[config.mk]
export PLATFORM = sky130hd
export DESIGN_NAME = seq_bit_serializer
export DESIGN_NICKNAME = d
export VERILOG_FILES = /design/src/rtl/seq_pkg.sv /design/src/rtl/seq_bit_cnt.sv /design/src/rtl/seq_bit_serializer.sv
export SDC_FILE = /design/constraint.sdc
export NUM_CORES = 1
export LEC_CHECK = 0
export BUFFER_PORTS_ARGS = -buffer_cell sky130_fd_sc_hd__buf_2
export CAP_MARGIN = 15
export CORE_MARGIN = 8
export CORE_UTILIZATION = 46
export DETAILED_ROUTE_END_ITERATION = 8
export PLACE_DENSITY = 0.71
export SLEW_MARGIN = 20
export SYNTH_ARGS = -nofsm -noshare
export SYNTH_HDL_FRONTEND = slang
export SYNTH_SLANG_ARGS = --single-unit
[constraint.sdc]
create_clock -name clk -period 1.6 [get_ports clk]
set_input_delay 0.16 -clock clk [delete_from_list [all_inputs] [get_ports clk]]
set_output_delay 0.16 -clock clk [all_outputs]
set_load 0.01 [all_outputs]
[src/rtl/seq_pkg.sv]
// Shared definitions for the serializer and the sequence-detector family:
// FSM state encodings and the word-width limit that sizes the bit counter.
package seq_pkg;

    typedef enum logic [1:0] {
        ST_IDLE   = 2'd0,
        ST_SHIFT  = 2'd1,
        ST_PARITY = 2'd2
    } seq_state_t;

    localparam int SEQ_MAX_WIDTH = 32;
    localparam int SEQ_CNT_W     = $clog2(SEQ_MAX_WIDTH);

endpackage

[src/rtl/seq_bit_cnt.sv]
// Bits-remaining down-counter: loads WIDTH-1 when a word starts and counts to zero.
// last flags the final data bit; almost_last flags the bit before it.
module seq_bit_cnt
    import seq_pkg::*;
#(
    parameter int WIDTH = 8
) (
    input  logic clk,
    input  logic rst,
    input  logic load,
    input  logic en,
    output logic last,
    output logic almost_last
);

    logic [SEQ_CNT_W-1:0] count_reg;

    always_ff @(posedge clk) begin
        if (rst) begin
            count_reg <= '0;
        end else if (load) begin
            count_reg <= SEQ_CNT_W'(WIDTH - 1);
        end else if (en && (count_reg != '0)) begin
            count_reg <= count_reg - SEQ_CNT_W'(1);
        end
    end

    assign last        = (count_reg == '0);
    assign almost_last = (count_reg == SEQ_CNT_W'(1));

endmodule

[src/rtl/seq_bit_serializer.sv]
// Parallel-to-serial feeder (MSB first) with zero-bubble back-to-back reload.
// Define SEQ_SERIALIZER_PARITY_EN to append an even-parity bit after each word.
module seq_bit_serializer
    import seq_pkg::*;
#(
    parameter int WIDTH = 8
) (
    input  logic             clk,
    input  logic             rst,
    input  logic [WIDTH-1:0] din,
    input  logic             din_valid,
    output logic             din_ready,
    output logic             x,
    output logic             x_valid,
    output logic             word_done,
    output logic             busy
);

`ifdef SEQ_SERIALIZER_PARITY_EN
    localparam bit PARITY_EN = 1'b1;
`else
    localparam bit PARITY_EN = 1'b0;
`endif

    seq_state_t       state_reg;
    logic [WIDTH-1:0] shift_reg;
    logic             x_reg;
    logic             x_valid_reg;
    logic             word_done_reg;
`ifdef SEQ_SERIALIZER_PARITY_EN
    logic             parity_reg;
`endif
    logic             cnt_last;
    logic             cnt_almost;
    logic             accept;

    seq_bit_cnt #(.WIDTH(WIDTH)) u_cnt (
        .clk         (clk),
        .rst         (rst),
        .load        (accept),
        .en          (state_reg == ST_SHIFT),
        .last        (cnt_last),
        .almost_last (cnt_almost)
    );

    // Ready opens during the final bit so the next word's MSB follows with no gap.
`ifdef SEQ_SERIALIZER_PARITY_EN
    assign din_ready = (state_reg == ST_IDLE) || (state_reg == ST_PARITY);
`else
    assign din_ready = (state_reg == ST_IDLE) || ((state_reg == ST_SHIFT) && cnt_last);
`endif
    assign accept = din_valid && din_ready;

    always_ff @(posedge clk) begin
        if (rst) begin
            state_reg     <= ST_IDLE;
            shift_reg     <= '0;
            x_reg         <= 1'b0;
            x_valid_reg   <= 1'b0;
            word_done_reg <= 1'b0;
`ifdef SEQ_SERIALIZER_PARITY_EN
            parity_reg    <= 1'b0;
`endif
        end else if (accept) begin
            // The MSB goes straight to x; the shift register holds the rest of the word.
            state_reg     <= ST_SHIFT;
            x_reg         <= din[WIDTH-1];
            x_valid_reg   <= 1'b1;
            shift_reg     <= din << 1;
            word_done_reg <= !PARITY_EN && (WIDTH == 1);
`ifdef SEQ_SERIALIZER_PARITY_EN
            parity_reg    <= ^din;
`endif
        end else begin
            case (state_reg)
                ST_SHIFT: begin
                    if (!cnt_last) begin
                        x_reg         <= shift_reg[WIDTH-1];
                        shift_reg     <= shift_reg << 1;
                        word_done_reg <= !PARITY_EN && cnt_almost;
                    end else begin
`ifdef SEQ_SERIALIZER_PARITY_EN
                        state_reg     <= ST_PARITY;
                        x_reg         <= parity_reg;
                        word_done_reg <= 1'b1;
`else
                        state_reg     <= ST_IDLE;
                        shift_reg     <= '0;
                        x_reg         <= 1'b0;
                        x_valid_reg   <= 1'b0;
                        word_done_reg <= 1'b0;
`endif
                    end
                end
                ST_PARITY: begin
                    state_reg     <= ST_IDLE;
                    shift_reg     <= '0;
                    x_reg         <= 1'b0;
                    x_valid_reg   <= 1'b0;
                    word_done_reg <= 1'b0;
                end
                default: begin
                    state_reg     <= ST_IDLE;
                    x_reg         <= 1'b0;
                    x_valid_reg   <= 1'b0;
                    word_done_reg <= 1'b0;
                end
            endcase
        end
    end

    assign x         = x_reg;
    assign x_valid   = x_valid_reg;
    assign word_done = word_done_reg;
    assign busy      = (state_reg != ST_IDLE);

endmodule

* Word level (Yosys, flattened, before mapping)
Cells that the tools add are included.
** Storage, ports and cells
- Output and inout bits :: 5
- Flip-flop bits (word level) :: 17
- Logic and storage cells :: 37
- Bits of input ports :: 11
** Cells by class
- Add/sub/neg operators :: 1
- Equal/unequal tests :: 2
- Muxes and demuxes :: 14
- Bitwise gates (word level) :: 1
- Reductions and logical operators :: 11
** Operators with widths (count)
- $mux 8 :: 3
- $mux 1 :: 9
- $mux 3 :: 2
- $eq 5x1->1 const B :: 1
- $logic_not 5->1 :: 1
- $reduce_bool 5->1 :: 1
- $sub 5x1->5 const B :: 1
- $reduce_or 4->1 :: 1
- $logic_and 1x1->1 :: 3
- $ne 3x3->1 const B :: 1
- $reduce_bool 3->1 :: 1
- $logic_not 2->1 :: 1
- $reduce_bool 2->1 :: 1
- $reduce_or 2->1 :: 1
- $logic_or 1x1->1 :: 1
- $not 1->1 :: 1

* Longest topological paths before layout
Gate-level depths: netlist of run 1.
- Word-level depth :: 5
- Mapped depth :: 6
- Depth with buffers taken out :: 5

* By module
Synthesis of run 1 repeated with hierarchy kept, for this count alone.
** Unflattened totals
- Cell total of the unflattened synthesis :: 87
- Area total of the unflattened synthesis :: 835.8 sq um
** Modules (own cells, without submodules)
- seq_bit_serializer :: cells each 53, instances 1, area an instance 515.5 sq um
- seq_bit_cnt :: cells each 34, instances 1, area an instance 320.3 sq um

* Worst setup path after synthesis of run 1
No wires, ideal clock.
- Path kind :: flip-flop to flip-flop
- Start point :: reg u_cnt.count_reg[0]
- End point :: reg u_cnt.count_reg[1]
- Data arrival time :: 1.536 ns
- Data required time :: 1.512 ns
- Stages on the path, launching flop included :: 7
- Path buffers :: 1
- Setup slack :: -0.025 ns
- Path through :: dfxtp_1 -> inv_1 -> ha_1 -> or4b_1 -> buf_6 -> and3_4 -> a311oi_2
** Between the ends
- Word-level cells in the longest chain between the ends :: 5
- Elaborated cells on any way between the ends :: 10
- Those cells by class :: add/sub (1); mux (2); reduce/logical (7)
** Ends and longest elaborated chain
- start, declared :: RTL line seq_bit_cnt.sv:16 : logic [SEQ_CNT_W-1:0] count_reg;
- start signal, assigned :: RTL line seq_bit_cnt.sv:22 : count_reg <= SEQ_CNT_W'(WIDTH - 1);
- start signal, assigned :: RTL line seq_bit_cnt.sv:24 : count_reg <= count_reg - SEQ_CNT_W'(1);
- parallel branches: the longest is 5 deep, another holds $sub 5x1->5
Several ways; the timed one is not identified. The select of a mux whose other input is x is not followed.
A chain may end at the register's enable or synchronous reset.

* Final worst setup path of run 1
- Start point :: reg u_cnt.count_reg[0]
- End point :: out din_ready
** Between the ends
- Word-level cells in the longest chain between the ends :: 3
** Ends and longest elaborated chain
- $logic_not 5->1 :: RTL line seq_bit_cnt.sv:28 : assign last = (count_reg == '0);
- $logic_and 1x1->1 :: RTL line seq_bit_serializer.sv:50 : assign din_ready = (state_reg == ST_IDLE) || ((state_reg == ST_SHIFT) && cnt_last);
- $logic_or 1x1->1 :: RTL line seq_bit_serializer.sv:50
- end, declared :: RTL line seq_bit_serializer.sv:12 : output logic din_ready,
No other way between the ends.

==> results of run 1 <==
[synthesized netlist by cell type]
master	instances	area (µm²)
nand4bb_1	1	11.26
clkbuf_1	4	15.01
ha_1	3	37.54
a22oi_1	1	7.510
and3_4	1	11.26
nor4b_2	1	15.01
mux2_2	1	11.26
or2_2	1	6.260
a21oi_1	3	15.01
inv_1	4	15.01
buf_4	1	7.510
nor4_1	1	6.260
or3_1	1	6.260
nor2_1	3	11.26
a32oi_1	1	8.760
a311oi_2	1	15.01
nand2_1	2	7.510
nor3_1	8	40.04
o211ai_1	7	52.55
o311ai_0	1	8.760
o21ai_1	1	5.000
buf_6	2	22.52
a221oi_1	1	8.760
dfxtp_1	15	300.3
a31oi_1	6	37.54
buf_1	1	3.750
or4b_2	1	10.01
a211oi_1	7	52.55
clkinv_1	1	3.750
nand3_1	3	15.01
or4b_1	1	10.01
[routing by layer]
layer  vias up  wire length [µm]  global-route usage, %
li1        385                 -                      -
met1       368              1017                  16.67
met2        23               968                  19.38
met3         2               100                  3.104
met4         0                17                  5.034
met5         -                 0                      0
[cells by family (layout without fill, tap and decap cells)]
kind of cell	after synthesis	in the layout	share of synthesized area [%]
AO/OA/AOI/OAI	29	29	27.17
adder cells (fa/ha/maj)	3	3	4.824
buffers and inverters	13	41	8.680
AND/OR/NAND/NOR	24	24	19.29
multiplexers	1	1	1.447
flip-flops	15	15	38.59
[power groups by stage]
stage	Clock, W	Sequential [W]	Combinational [W]
after detailed placement	0	0.000431	0.000256
after global placement	0	0.000430	0.000250
after floorplan	0	0.000432	0.000160
final	0.000212	0.000425	0.000326
after CTS	0.000216	0.000424	0.000297
after global routing	0.000232	0.000429	0.000354
[repair_timing]
item | in CTS | in global routing
setup buffers | 3 | 1
pin swaps | 3 | 1
hold endpoints to repair | 0 | 0
resized for setup | 10 | 5
endpoints found under the setup margin | 8 | 9
[through the flow]
step | instance area, µm² | worst slack (ps) | total power [W] | cells
after floorplan | 778.2 | 6.014 | 0.0005927 | 85
after global placement | 923.4 | -36.32 | 0.0006800 | 122
after detailed placement | 923.4 | -74.02 | 0.0006869 | 122
after CTS | 1017 | -66.07 | 0.0009381 | 129
after global routing | 1050 | -137.8 | 0.001014 | 130
final | 1050 | -81.07 | 0.0009630 | 130
[worst paths after layout]
kind / endpoint / from
min: x / din[7]
max reg2reg: u_cnt.count_reg[1] / u_cnt.count_reg[0]
min reg2reg: x / shift_reg[7]
max: din_ready / u_cnt.count_reg[0]
[critical path: cells and delay by family, from the launching register on]
| kind | cells | cell delay (ps) |
|---|---|---|
| fa+ha+maj | 1 | 140 |
| buf+inv | 2 | 170 |
| flops | 1 | 330 |
| simple gates | 2 | 600 |
[layout make-up]
cell class | instances | area [µm²] | area share [%]
multi-input combinational | 57 | 469.2 | 44.70
sequential | 15 | 301.5 | 28.72
timing repair buffer | 32 | 212.7 | 20.26
clock buffer | 4 | 26.28 | 2.503
tap | 17 | 21.27 | 2.026
inverter | 5 | 18.77 | 1.788
==> flow_summary.json, run 1 <==
{
  "status": "complete, but fails checks",
  "violations": "negative setup slack",
  "p_per_area_nw_per_um2": 917.4,
  "cp.arrival_ps": 1520,
  "yosysUniqueCellTypes": 31,
  "hold-path-cell-count": 3,
  "setup_ws_ps": -81.07,
  "ant_nets": 0,
  "finalSetupViolations": 7,
  "hold_ws_ps": 167.4,
  "tightest_slew_ps": 390.8,
  "ir_drop_uv": 726.3,
  "crit_slowest_cell": "or4b_4",
  "die_area_um2": 3264,
  "maxCapViolations": 0,
  "diodes": 0,
  "avgRoutedWirePerCell_um": 16.18,
  "n_fill_cell": 146,
  "comb_power_share_pct": 33.8,
  "p_leak_nw": 0.4168,
  "internal_power_w": 0.0006630,
  "final-max-slew-violation-count": 0,
  "gr-total-overflow": 0,
  "synth.cell_area_um2": 778.2,
  "grt_pass1_wl_mm": 3.408,
  "layout_common_cells": "buf_4, buf_2, dfxtp_1",
  "yosys_warnings": 0,
  "min_period_ps": 1681,
  "worstPathRequired_ps": 1440,
  "reg2reg_depth": 6,
  "drive_above_1_share_pct": 46.90,
  "worst-path-max-fanout": 4,
  "drc": 0,
  "reg2reg_slack_ps": -50,
  "switching_share_pct": 31.16,
  "grt_pass1_vias": 757,
  "final_util_pct": 63.56,
  "place_congestion": 0.8253,
  "crit_chain": "inv_2, ha_4, or4b_4, nand2_4, buf_6",
  "switching_power_w": 0.0003001,
  "period_share_pct": 105.1,
  "clockBufferDepth": 2,
  "numCtsBuffers": 3,
  "slew_headroom_pct": 73.85,
  "initial_core_util_pct": 47.12,
  "syn_nets": 99,
  "crit_type": "flop to output port",
  "synth_seq_cells": 15,
  "grt_usage_pct": 12.72,
  "clk_pin_slew_ps": 90,
  "top_level_ports": 16,
  "start_kind": "flop",
  "port_buffers": 15,
  "largest_reg_flops": 7,
  "fin_setup_tns_ps": -220.8,
  "grt_max_degree": 18,
  "area_delta_synth_final_pct": 34.89,
  "hold_viol_final": 0,
  "hp-class": "primary input to flop",
  "endpoint_kind": "output port",
  "cts-root-buf": "clkbuf_4",
  "cts_tree": "yes",
  "clkPwrFrac_pct": 22.0,
  "dr.pass1.iters": 4,
  "wl_mm": 2.103,
  "final_common_cell": "buf_4",
  "die_h_um": 57.13,
  "cts_num_sinks": 15,
  "fmax_ghz": 0.5949,
  "cts_hold_buf": 0,
  "syn-mean-instance-area_um2": 9.156,
  "fin_skew_ps": 0.6743,
  "fin_nets": 128,
  "slowest_delay_ps": 510,
  "core_um2": 1652,
  "fp.dieW_um": 57.13,
  "place_hpwl_mm": 1.394,
  "power_frac_seq_pct": 44.2,
  "netlist_instances": 85,
  "viasPerCell": 5.985,
  "insertion_delay_ps": 270,
  "placementRows": 15,
  "rsz0062_at_grt": "true",
  "htree_num_levels": 1,
  "initialDrtViolationCount": 12,
  "antenna_found_initial": 0,
  "synth-seq-area-share_pct": 38.59,
  "dr_total_vias": 778
}
Power figures use the tool's default switching activity.
==> inputs of run 2 (changes only) <==
CORE_ASPECT_RATIO = 1.25   (was default)
CTS_CLUSTER_DIAMETER = 150   (was default)
==> flow_summary.json, run 2 (synthesis results as in run 1) <==
{
  "status": "complete, but fails checks",
  "violations": "negative setup slack",
  "htree_num_levels": 1,
  "crit_type": "flop to output port",
  "die_h_um": 61.99,
  "min_period_ps": 1671,
  "wl_mm": 2.047,
  "start_kind": "flop",
  "top_level_ports": 16,
  "final-max-slew-violation-count": 0,
  "period_share_pct": 104.5,
  "p_per_area_nw_per_um2": 908.8,
  "slowest_delay_ps": 500,
  "placementRows": 16,
  "dr.pass1.iters": 4,
  "dp_cells": 123,
  "fmax_ghz": 0.5983,
  "core_um2": 1582,
  "layout_common_cells": "buf_4, buf_2, dfxtp_1",
  "reg2reg_to": "shift_reg[4]",
  "initialDrtViolationCount": 17,
  "setup_ws_ps": -71.31,
  "fin_nets": 130,
  "antenna_found_initial": 0,
  "grt_pass1_wl_mm": 3.291,
  "clockBufferDepth": 2,
  "finalSetupViolations": 5,
  "gr-total-overflow": 0,
  "cts_num_sinks": 15,
  "ant_nets": 0,
  "slew_headroom_pct": 69.50,
  "p_leak_nw": 0.4305,
  "fin_setup_tns_ps": -135.3,
  "place_hpwl_mm": 1.348,
  "grt_usage_pct": 13.02,
  "r2r-start": "u_cnt.count_reg[1]",
  "worst-path-max-fanout": 3,
  "maxCapViolations": 0,
  "grt_pass1_vias": 763,
  "cts_hold_buf": 0,
  "port_buffers": 15,
  "final_cells": 133,
  "reg2reg_depth": 6,
  "ir_drop_uv": 592.9,
  "fp.dieW_um": 52.79,
  "cts_tree": "yes",
  "dr_total_vias": 772,
  "avgRoutedWirePerCell_um": 15.39,
  "startpoint": "u_cnt.count_reg[1]",
  "fin_skew_ps": 1.425,
  "viasPerCell": 5.805,
  "reg2reg_slack_ps": -30,
  "cp.arrival_ps": 1510,
  "drive_above_1_share_pct": 46.96,
  "worstPathRequired_ps": 1440,
  "cp-endpoint": "din_ready",
  "drc": 0,
  "die_area_um2": 3272,
  "crit_slowest_cell": "or4b_4",
  "grt_max_degree": 18,
  "initial_core_util_pct": 49.21,
  "hp-class": "primary input to flop",
  "tightest_slew_ps": 451.8,
  "area_delta_synth_final_pct": 36.98,
  "pre_cts_ws_ps": -48.96,
  "crit_chain": "inv_2, ha_4, or4b_4, nand2_4, buf_6",
  "endpoint_kind": "output port",
  "hold_viol_final": 0,
  "rsz0062_at_grt": "true",
  "final_common_cell": "buf_4",
  "diodes": 0,
  "n_fill_cell": 127,
  "largest_reg_flops": 7,
  "insertion_delay_ps": 280,
  "cts-root-buf": "clkbuf_4",
  "power.total_w": 0.0009688,
  "place_congestion": 0.8131,
  "final_util_pct": 67.41,
  "numCtsBuffers": 3,
  "clk_pin_slew_ps": 90
}
## run 2: layout make-up
| cell class | instances | area [µm²] | area share [%] |
|---|---|---|---|
| multi-input cells | 57 | 464.2 | 43.54 |
| well taps | 18 | 22.52 | 2.113 |
| inverters | 5 | 18.77 | 1.761 |
| flip-flops and latches | 15 | 302.8 | 28.40 |
| clock buffers | 4 | 26.28 | 2.465 |
| repair buffers | 34 | 231.5 | 21.71 |
## run 2: power breakdown
group	internal [W]	total, W	leakage (nW)	switching, W
clock	0.0000966	0.000215	0.0150	0.000119
combinational	0.000171	0.000328	0.291	0.000157
sequential	0.000406	0.000426	0.124	0.0000202
## run 2: how the worst min path moves through the flow
stage            from                 end  slack, ps  depth (start not counted)
3_5_place_dp   din[7]                   x        460                          3
5_1_grt        din[0]        shift_reg[1]        170                          3
4_1_cts        din[7]                   x        160                          3
3_3_place_gp   din[0]        shift_reg[1]        430                          3
2_1_floorplan     rst  u_cnt.count_reg[1]        230                          1
6_report       din[0]        shift_reg[1]        170                          3
## run 2: worst max-delay path, delay by kind of cell, from the launching register on
kind / cells / cell delay [ps]
AND/OR/NAND/NOR: 2 / 600
adder cells (fa/ha/maj): 1 / 130
buffers and inverters: 2 / 180
flip-flops: 1 / 330
## run 2: repair_timing
| item | CTS | global route |
|---|---|---|
| endpoints found under the setup margin | 8 | 13 |
| gates resized for setup | 10 | 6 |
| setup buffers | 5 | 1 |
| pin swaps | 3 | 3 |
## run 2: metal layers
| metal | share of wire (%) | GRT usage (%) |
|---|---|---|
| met4 | 0.68 | 5.556 |
| met5 | 0 | 0 |
| met2 | 51 | 21.81 |
| met3 | 4.1 | 3.095 |
| met1 | 44 | 15.30 |
## run 2: stage by stage
step / hold WS [ps] / area (µm²)
final: 167.9 / 1066
after global routing: 169.2 / 1066
after CTS: 157.9 / 1028
after detailed placement: 459.6 / 924.6
after global placement: 430.4 / 924.6
after floorplan: 227.9 / 778.2
==> inputs of run 3 (changes only) <==
PLACE_DENSITY = default   (was 0.71)
PLACE_DENSITY_LB_ADDON = 0.25   (was default)
==> flow_summary.json, run 3 (synthesis results as in run 1) <==
{
  "period_share_pct": 104.8,
  "fin_skew_ps": 2.448,
  "gr-total-overflow": 0,
  "insertion_delay_ps": 290,
  "rsz0062_at_grt": "true",
  "p_per_area_nw_per_um2": 910.9,
  "numCtsBuffers": 3,
  "avgRoutedWirePerCell_um": 17.63,
  "maxCapViolations": 0,
  "largest_reg_flops": 7,
  "wl_mm": 2.363,
  "placementRows": 16,
  "die_area_um2": 3272,
  "status": "complete, but fails checks",
  "initial_core_util_pct": 49.21,
  "violations": "negative setup slack",
  "port_buffers": 15,
  "n_fill_cell": 106,
  "cts_hold_buf": 0,
  "diodes": 0,
  "layout_common_cells": "buf_4, buf_2, dfxtp_1",
  "fmax_ghz": 0.5961,
  "start_kind": "flop",
  "fp.dieW_um": 52.79,
  "hp-class": "primary input to flop",
  "grt_max_degree": 18,
  "place_hpwl_mm": 1.372,
  "final_common_cell": "buf_4",
  "grt_usage_pct": 14.28,
  "drive_above_1_share_pct": 52.59,
  "pre_cts_ws_ps": -27.74,
  "worstPathRequired_ps": 1440,
  "worst-path-max-fanout": 3,
  "cts_num_sinks": 15,
  "tightest_slew_ps": 697.2,
  "hold_ws_ps": 160.4,
  "viasPerCell": 6.134,
  "antenna_found_initial": 0,
  "finalSetupViolations": 3,
  "slew_headroom_pct": 53.35,
  "cp.arrival_ps": 1520,
  "dr_total_vias": 822,
  "initialDrtViolationCount": 16,
  "clk_pin_slew_ps": 90,
  "place_congestion": 0.8897,
  "fin_nets": 131,
  "htree_num_levels": 1,
  "drc": 0,
  "core_um2": 1582,
  "die_h_um": 61.99,
  "grt_pass1_vias": 785,
  "final-max-slew-violation-count": 0,
  "dr.pass1.iters": 4,
  "grt_pass1_wl_mm": 3.484,
  "hold_viol_final": 0,
  "min_period_ps": 1677,
  "setup_ws_ps": -77.49,
  "final_util_pct": 71.12,
  "p_leak_nw": 0.4426,
  "top_level_ports": 16,
  "ant_nets": 0,
  "endpoint_kind": "output port",
  "clockBufferDepth": 2,
  "crit_type": "flop to output port",
  "cts_tree": "yes",
  "cts-root-buf": "clkbuf_4",
  "ir_drop_uv": 612.5,
  "area_delta_synth_final_pct": 44.53,
  "power.total_w": 0.001025
}
-- run 3: layer usage --
metal | share of wire, % | global-route usage, %
met1 | 41 | 15.57
met2 | 48 | 24.66
met3 | 7.8 | 4.048
met4 | 3.6 | 6.667
met5 | 0 | 0
-- run 3: cell type report --
type | instances | area, µm² | area share, %
repair buffers | 35 | 239.0 | 21.25
clock buffers | 4 | 26.28 | 2.336
flip-flops and latches | 15 | 304.0 | 27.03
inverters | 5 | 22.52 | 2.002
multi-input cells | 57 | 510.5 | 45.38
well taps | 18 | 22.52 | 2.002
-- run 3: stage by stage --
step	area (µm²)	instances	TNS [ps]
floorplan	778.2	85	0
global placement	947.2	126	-26.41
detailed placement	947.2	126	-106.3
CTS	1044	134	-68.50
global route	1125	134	-392.2
finish	1125	134	-167.0
-- run 3: final timing paths --
path                      start                  to  slack [ps]  cells past startpoint
min                      din[3]        shift_reg[4]         160                      3
min reg2reg        shift_reg[7]                   x         500                      2
max          u_cnt.count_reg[1]           din_ready         -80                      5
max reg2reg  u_cnt.count_reg[1]  u_cnt.count_reg[1]         -50                      6
-- run 3: report_power, final --
part | internal, W | switching (W)
registers | 0.000406 | 0.0000317
logic | 0.000184 | 0.000178
clock network | 0.0000969 | 0.000128
-- run 3: critical path: stages, from the launching register on --
cell and delay, ps:
dfxtp_2 340, inv_2 70, ha_4 130, or4b_4 500, nand2_4 100, buf_6 100
-- run 3: timing repair --
| action | in CTS | in global routing |
|---|---|---|
| hold endpoints to repair | 0 | 0 |
| resized for setup | 10 | 12 |
| pin swaps | 4 | 8 |
| buffers inserted | 5 | 2 |
| endpoints found under the setup margin | 8 | 12 |
